$ cat src/rtl/dmem_access_ctrl.sv
// Data-memory access controller: converts one load/store into 1-2 word-aligned bus beats.
// Ports: clk/rst, req_* (captured request), stall/rdata/misalign_err (to core), bus_* (memory side).
// Macro DMEM_MISALIGNED_SPLIT_EN: when defined, misaligned accesses are split into two beats;
// when undefined, they retire immediately with a one-cycle misalign_err pulse and no bus traffic.
module dmem_access_ctrl (
  input  logic        clk,
  input  logic        rst,
  input  logic        req_valid,
  input  logic        req_we,
  input  logic [31:0] req_addr,
  input  logic [31:0] req_wdata,
  input  logic [1:0]  req_size,
  input  logic        req_signed,
  output logic        stall,
  output logic [31:0] rdata,
  output logic        misalign_err,
  output logic        bus_valid,
  output logic        bus_we,
  output logic [31:0] bus_addr,
  output logic [31:0] bus_wdata,
  output logic [3:0]  bus_mask,
  input  logic        bus_ready,
  input  logic [31:0] bus_rdata
);

`ifdef DMEM_MISALIGNED_SPLIT_EN
  localparam bit SPLIT_EN = 1'b1;
`else
  localparam bit SPLIT_EN = 1'b0;
`endif

  typedef enum logic [1:0] {
    IDLE,
    BEAT0,
    BEAT1,
    DONE
  } state_t;

  state_t state, state_nx;

  // captured request
  logic        we_q;
  logic [1:0]  off_q;
  logic [1:0]  size_q;
  logic        sgn_q;
  logic        split_q;
  logic        err_q;
  logic [3:0]  mask1_q;
  logic [31:0] data_q;

  // registered bus outputs
  logic        bus_we_q;
  logic [31:0] bus_addr_q;
  logic [31:0] bus_wdata_q;
  logic [3:0]  bus_mask_q;

  // request decode
  logic [1:0]  off_in;
  logic [7:0]  base_in;
  logic [7:0]  span_in;
  logic        split_in;

  function automatic logic [31:0] rotl8(
    input logic [31:0] d,
    input logic [1:0]  o
  );
    logic [31:0] r;
    unique case (o)
      2'd0:    r = d;
      2'd1:    r = {d[23:0], d[31:24]};
      2'd2:    r = {d[15:0], d[31:16]};
      default: r = {d[7:0], d[31:8]};
    endcase
    return r;
  endfunction

  function automatic logic [31:0] rotr8(
    input logic [31:0] d,
    input logic [1:0]  o
  );
    logic [31:0] r;
    unique case (o)
      2'd0:    r = d;
      2'd1:    r = {d[7:0], d[31:8]};
      2'd2:    r = {d[15:0], d[31:16]};
      default: r = {d[23:0], d[31:24]};
    endcase
    return r;
  endfunction

  function automatic logic [31:0] bytes(
    input logic [3:0] m
  );
    return {{8{m[3]}}, {8{m[2]}},
            {8{m[1]}}, {8{m[0]}}};
  endfunction

  function automatic logic [31:0] extend(
    input logic [31:0] d,
    input logic [1:0]  sz,
    input logic        sg
  );
    logic [31:0] r;
    unique case (sz)
      2'b00:   r = {{24{sg & d[7]}}, d[7:0]};
      2'b01:   r = {{16{sg & d[15]}}, d[15:0]};
      default: r = d;
    endcase
    return r;
  endfunction

  // The access footprint over two consecutive words: the low
  // nibble is beat 0, the high nibble spills into the next word.
  always_comb begin
    off_in = req_addr[1:0];
    unique case (req_size)
      2'b00:   base_in = 8'h01;
      2'b01:   base_in = 8'h03;
      default: base_in = 8'h0F;
    endcase
    span_in  = base_in << off_in;
    split_in = |span_in[7:4];
  end

  always_ff @(posedge clk or posedge rst) begin
    if (rst) state <= IDLE;
    else     state <= state_nx;
  end

  always_comb begin
    state_nx = state;
    unique case (state)
      IDLE: begin
        if (req_valid) begin
          if (split_in && !SPLIT_EN) state_nx = DONE;
          else                       state_nx = BEAT0;
        end
      end
      BEAT0: begin
        if (bus_ready) begin
          if (split_q && SPLIT_EN) state_nx = BEAT1;
          else                     state_nx = DONE;
        end
      end
      BEAT1: begin
        if (bus_ready) state_nx = DONE;
      end
      default: state_nx = IDLE;
    endcase
  end

  always_ff @(posedge clk or posedge rst) begin
    if (rst) begin
      we_q        <= 1'b0;
      off_q       <= 2'd0;
      size_q      <= 2'd0;
      sgn_q       <= 1'b0;
      split_q     <= 1'b0;
      err_q       <= 1'b0;
      mask1_q     <= 4'd0;
      data_q      <= 32'd0;
      bus_we_q    <= 1'b0;
      bus_addr_q  <= 32'd0;
      bus_wdata_q <= 32'd0;
      bus_mask_q  <= 4'd0;
    end else begin
      unique case (state)
        IDLE: begin
          if (req_valid) begin
            we_q        <= req_we;
            off_q       <= off_in;
            size_q      <= req_size;
            sgn_q       <= req_signed;
            split_q     <= split_in;
            err_q       <= split_in & ~SPLIT_EN;
            mask1_q     <= span_in[7:4];
            data_q      <= 32'd0;
            bus_we_q    <= req_we;
            bus_addr_q  <= {req_addr[31:2], 2'b00};
            bus_wdata_q <= rotl8(req_wdata, off_in);
            bus_mask_q  <= span_in[3:0];
          end
        end
        BEAT0: begin
          if (bus_ready) begin
            data_q <= bus_rdata & bytes(bus_mask_q);
            if (split_q && SPLIT_EN) begin
              // wraps from 0xFFFFFFFC to 0 naturally
              bus_addr_q <= bus_addr_q + 32'd4;
              bus_mask_q <= mask1_q;
            end
          end
        end
        BEAT1: begin
          if (bus_ready) begin
            data_q <= data_q
                    | (bus_rdata & bytes(bus_mask_q));
          end
        end
        default: ;
      endcase
    end
  end

  assign stall        = req_valid && (state != DONE);
  assign bus_valid    = (state == BEAT0) || (state == BEAT1);
  assign bus_we       = bus_we_q;
  assign bus_addr     = bus_addr_q;
  assign bus_wdata    = bus_wdata_q;
  assign bus_mask     = bus_mask_q;
  assign misalign_err = (state == DONE) && err_q;

  // data_q is cleared on capture, so rejected accesses read 0
  assign rdata = we_q ? 32'd0
               : extend(rotr8(data_q, off_q), size_q, sgn_q);

endmodule

$ cat config.mk
export PLATFORM = sky130hd
export DESIGN_NAME = dmem_access_ctrl
export DESIGN_NICKNAME = d
export VERILOG_FILES = /design/src/rtl/dmem_access_ctrl.sv
export SDC_FILE = /design/constraint.sdc
export NUM_CORES = 1
export LEC_CHECK = 0
export ABC_AREA = 1
export CAP_MARGIN = 5
export CORE_UTILIZATION = 48
export CTS_BUF_LIST = sky130_fd_sc_hd__clkbuf_2 sky130_fd_sc_hd__clkbuf_4 sky130_fd_sc_hd__clkbuf_8
export DETAILED_ROUTE_END_ITERATION = 7
export PLACE_DENSITY = 0.91
export RECOVER_POWER = 50
export REMOVE_ABC_BUFFERS = 1
export SYNTH_ARGS = -nofsm -noshare
export SYNTH_HDL_FRONTEND = slang
export SYNTH_SLANG_ARGS = --single-unit
$ cat constraint.sdc
create_clock -name clk -period 3.6 [get_ports clk]
set_clock_uncertainty 0.1 [all_clocks]
set_input_delay 0.36 -clock clk [delete_from_list [all_inputs] [get_ports clk]]
set_output_delay 0.36 -clock clk [all_outputs]
set_load 0.02 [all_outputs]
==> out/results.txt <==
outcome: finished, violations left
failing checks: capacitance limit, slew limit
clk_lat worst skew: 0.40 ns
post-synthesis compound-gate area fraction: 18.15%
maximum clock path buffer count: 2
cell area after layout: 8643 sq um
Clock Pin Slew Worst Setup and Hold Paths: 0.11 ns
final hold viol count: 0
Setup Viol. Count Final: 0
Seq/Total Area, Yosys: 42.73%
power per cell area: 830.9 nW/um^2
core footprint: 12670 sq um
CP startpoint: off_q[1]
Post-Synth XOR/XNOR Area: 0%
largest net degree at the start of global routing: 71
Post-Synth Simple-Gate Area: 29.71%
post-CTS setup buffer count: 0
Final HPWL DP: 14.45 mm
die height: 116.3 um
Max Cap Violations: 1
1st-iter DRT viols: 578
Yosys reg bits: 107
Routed Antenna Nets: 0
first-pass GRT wire length: 32.31 mm
top cell type by total area after synthesis: dfrtp_1
Post-Synthesis Cells: 892
gr ovfl total: 0
worst endpoint required time: 3.14 ns
mux cell area share after synthesis: 0%
wire per inst: 16.32 um
TritonCTS clock tree: done
Post-Route WL: 20.40 mm
Initial Util: 49.45%
adder-cell area share of the yosys netlist: 0.9984%
die area: 13520 sq um
Least-Margin Pin Slew: 2.460 ns
most frequent cells in the layout: nand2_1 (330), clkdlybuf4s50_1 (156), o21ai_0 (109)
CTS H-tree depth: 3
share of Yosys cell area claimed by the top area cell type: 42.73%
critical path launch point type: register
Die Wd: 116.3 um
Setup CP Type: register to primary output
clock tree sinks: 107
vias per cell: 5.522
fin crit share: 92.56%
Syn-to-layout area delta: 37.94%
Synth area leaders: dfrtp_1 (43%), nand2_1 (20%), o21ai_0 (8.7%)
CTS root buf: clkbuf_8
Slew Viols, Final: 56
Fmax: 300.1 MHz
Cell variety after synth: 30
IO Pins: 208
most frequent standard cell in the layout excluding fill and tap cells: nand2_1
antenna violations before repair: 0
final setup margin: 0.2678 ns
Final Critical Period: 3.332 ns
drt first pass iters: 5
Ys Warns: 0
area post-placement: 8444 sq um
LEAKAGE: 3.864 nW
largest family of logic cells by synthesized area: simple AND/OR/NAND/NOR gates
Setup crit end kind: primary output
R2R Path Start: state[0]
worst slack, placed: 0.5248 ns
std cell rows: 41
total CTS buffers: 9
RePlAce Congestion: 0.9358
Worst VDD drop: 465.4 uV
# DRC: 0
r2r worst-path depth: 9
WP data arrival: 2.87 ns
mapped cell area: 6266 sq um
end of the critical path: rdata[17]
via count: 6902
Syn Area/Cell: 7.025 sq um
Final TNS setup: 0 ns
Total GRT Usage: 30.82%
share of cells above drive strength 1: 5.566%
FF-to-FF End: data_q[27]
I/O Buffers: 205
slew margin rel.: -64.90%
Hold Path Class: register to register
Final nets: 1182
vias in the first global route: 6477
Core Util, Final: 68.21%
RSZ-0062 raised after global routing: no
FF-to-FF setup slack: 0.91 ns
ant diodes: 0
crit-path max FO: 22
[worst min-delay path by stage]
stage	startpoint	to	slack (ns)	depth (start not counted)
6_report	bus_addr[26]	bus_addr[26]	0.38	2
5_1_grt	req_addr[2]	bus_addr[2]	0.39	3
4_1_cts	rst	bus_addr[21]	0.34	2
2_1_floorplan	err_q	err_q	0.35	2
3_3_place_gp	bus_addr[5]	bus_addr[5]	0.36	2
3_5_place_dp	bus_addr[16]	bus_addr[16]	0.36	2
[cell usage after synthesis]
master,number
a22o_1,1
nor2_8,1
a31oi_1,6
conb_1,1
buf_6,3
o211ai_1,33
a21oi_1,11
nand3_1,45
or2_2,1
inv_2,3
ha_1,5
o22ai_1,28
dfrtp_1,107
nor2_2,11
nand2_1,331
nor3_1,1
nor2_4,2
nand3_4,1
o21ai_0,109
nand2_4,1
or2_1,1
buf_4,2
nand4_1,6
clkbuf_1,32
o2111ai_1,1
o22a_1,1
buf_2,19
inv_1,66
o21ai_1,10
nor2_1,53
[per-stage QoR]
step                      hold slack (ns)  power, W  std cells
final                              0.3841  0.007182       1250
after global placement             0.3616  0.006369       1234
after floorplan                    0.3534  0.004423        837
after detailed placement           0.3642  0.006448       1234
after CTS                          0.3395  0.007260       1250
after global routing               0.3870  0.007669       1250
[critical path: stages (launching register included)]
cell and delay, ns:
dfrtp_2 0.59, nand2_1 0.33, inv_2 0.22, nand2_1 0.12
nand3_4 0.16, nand2_4 0.06, nor2_4 0.11, buf_4 0.27
nor2_1 0.07, clkdlybuf4s50_1 0.54
[layout make-up]
cell class	count	area, sq um
clock buffer	10	131.4
multi-input combinational	661	3075
sequential	107	2679
timing repair buffer	225	2210
clock inverter	6	72.57
inverter	69	260.3
tap	172	215.2
fill	1040	4028
[sequential cells by signal, indices dropped and copies added, names as in the netlist]
| register | count |
|---|---|
| data_q | 32 |
| err_q | 1 |
| off_q | 2 |
| sgn_q | 1 |
| size_q | 2 |
| bus_addr | 30 |
| bus_mask | 4 |
| state | 2 |
| bus_wdata | 32 |
| bus_we | 1 |
[repair_timing]
action,4_1_cts,5_1_grt
gates resized for setup,0,1
endpoints found under the setup margin,0,14
hold buffers,0,0
[kinds of logic after synthesis]
family | count (synthesis)
buf+inv | 125
other cells | 1
flops | 107
fa+ha+maj | 5
simple gates | 454
compound gates | 200
[routing by layer]
layer  share of wire (%)  routed length [um]  track usage [%]
met4                 2.9                 600            12.05
met1                  39                8030            38.87
met5                   0                   0                0
met2                  46                9362            48.88
met3                  12                2403            10.38
[report_power, final]
part           internal [W]  total (W)  switching, W
logic               0.00165    0.00422       0.00257
clock network      0.000338   0.000800      0.000462
registers           0.00171    0.00216      0.000455
(Power assumes the default switching activity.)
==> RTL change (same flow settings) <==
The localparam `SPLIT_EN` goes from 1'b0 to 1'b1.
--- a/src/rtl/dmem_access_ctrl.sv
+++ b/src/rtl/dmem_access_ctrl.sv
@@ -27,5 +27,5 @@
   localparam bit SPLIT_EN = 1'b1;
 `else
-  localparam bit SPLIT_EN = 1'b0;
+  localparam bit SPLIT_EN = 1'b1;
 `endif
 
Formal check against the unedited RTL: not equivalent (Yosys sat finds a counterexample within 4 cycles, from zero or initial values and one cycle with rst high).
==> RTL change against the unedited design <==
- the run still ends with capacitance limit, slew limit left
- wire length up 22%
- area after synthesis up 23%
- sequential cell count up 3
- cell area up 16%
- first-iteration DRC count up 72%
- global-route usage down 0.26 points
- worst setup slack worse by 0.036 ns
- final cell count up 27%
- sequential power up 18%
- register-to-register slack better by 0.06 ns
- total power up 19%
- largest cell class unchanged
==> RTL change: results <==
group,metric,value,unit
timing,relSlewSlack,-0.381,
critical_path,rrSetupSlack,0.97,ns
place,place_inst,1575,
place,finalWeightedCongestion,0.975,
clocking,htreeDepth,3,
critical_path,r2r_end,"bus_addr[8]$_DFFE_PP0P_",
cells_and_area,n_fill_cell,1432,
detailed_routing,met1Wirelength,10400,um
detailed_routing,wl_met2,11600,um
place,port_buffers,204,
place,dp_hpwl,17900,um
power_and_ir_drop,ir_drop,0.000433,V
synth,synthTopCellsByCount,"nand2_1, o21ai_0, nor2_1",
min_path,hold_start,"bus_wdata[18]$_DFFE_PP0P_",
min_path,min_to,"bus_wdata[18]$_DFFE_PP0P_",
place,placed_area,0.00988,mm^2
synth,synth_cell_types,40,
timing,finalMaxSlewViolations,45,
global_route,grt_pass1_vias,8164,
place,dp_slack,0.531,ns
power_and_ir_drop,leakage,4.35,nW
critical_path,reg2regPathDepth,8,
synth,async_flop_share,1.00,
global_route,grt_pass1_wl,40200,um
detailed_routing,viasPerCell,5.57,
detailed_routing,first_pass_iters,6,
detailed_routing,drtIter0Drc,992,
critical_path,timing.rr.start,"state[1]$_DFFE_PP0P_",
synth,netlist_instances,1203,
cells_and_area,nets,1479,
flow_run,maxCapViolCount,1,
outcome,violations,"capacitance limit, slew limit",
critical_path,worstPathArrival,2.91,ns
synth,yosys-top-cells-area,"dfrtp_1, nand2_1, o21ai_0, nor2_1, inv_1",
detailed_routing,avgRoutedWirePerCell,15.7,um
detailed_routing,wl_met3,2250,um
critical_path,crit_end,"rdata[16]",
cells_and_area,drive_gt1_frac,0.0408,
synth,ys_seq_area_frac,0.356,
global_route,grtUsageTotal,0.306,
outcome,status,"complete, but fails checks",
detailed_routing,vias,8849,
RTL change: changes by cell type in the layout (fill, tap and decap cells not counted), sizes merged, moves of 5 or more:
cell           delta
nand3             +5
o22ai            -13
o211ai           -14
a31oi            +10
nand2            +83
o2111ai           +9
o21ai            +28
a21oi            +48
clkdlybuf4s50     +8
clkbuf            +6
nor2             +62
dlygate4sd3       -9
inv              +45
a211oi           +13
RTL change: cell families (layout without fill, tap and decap cells):
group	Yosys count	after routing	share of synthesized area
compound gates	292	292	0.217
buf+inv	187	356	0.101
simple gates	608	608	0.318
other cells	1	3	0.000485
flops	110	110	0.356
fa+ha+maj	5	5	0.00809
RTL change: metrics by stage:
| stage | setup TNS (ns) | hold WS, ns | util |
|---|---|---|---|
| global placement | 0 | 0.368 | 0.624 |
| finish | 0 | 0.390 | 0.635 |
| global route | 0 | 0.426 | 0.635 |
| floorplan | -0.0330 | 0.353 | - |
| CTS | 0 | 0.294 | 0.637 |
| detailed placement | 0 | 0.364 | 0.624 |
RTL change: report_power, final:
part	switching [mW]	total [mW]	internal (mW)	leakage, nW
sequential	0.758	2.55	1.79	1.37
combinational	3.22	5.18	1.96	2.89
clock	0.439	0.792	0.354	0.0955
RTL change: layout make-up:
type                       count  area share
multi-input combinational    908       0.419
sequential                   110       0.274
timing repair buffer         224       0.216
clock inverter                 3     0.00448
clock buffer                  12      0.0152
tap                          216      0.0269
inverter                     117      0.0441
RTL change: critical path: stages (launching register included):
cell and delay [ns]:
dfrtp_2 0.56, nor2_1 0.54, nand2_1 0.10, nand3_1 0.14
nand3b_1 0.13, nand3_4 0.11, nand2_4 0.15, nor2_1 0.17
clkdlybuf4s50_1 0.62
RTL change: timing repair:
action,4_1_cts,5_1_grt
setup endpoints to repair,0,18
buffers inserted,0,0
gates resized for setup,0,2
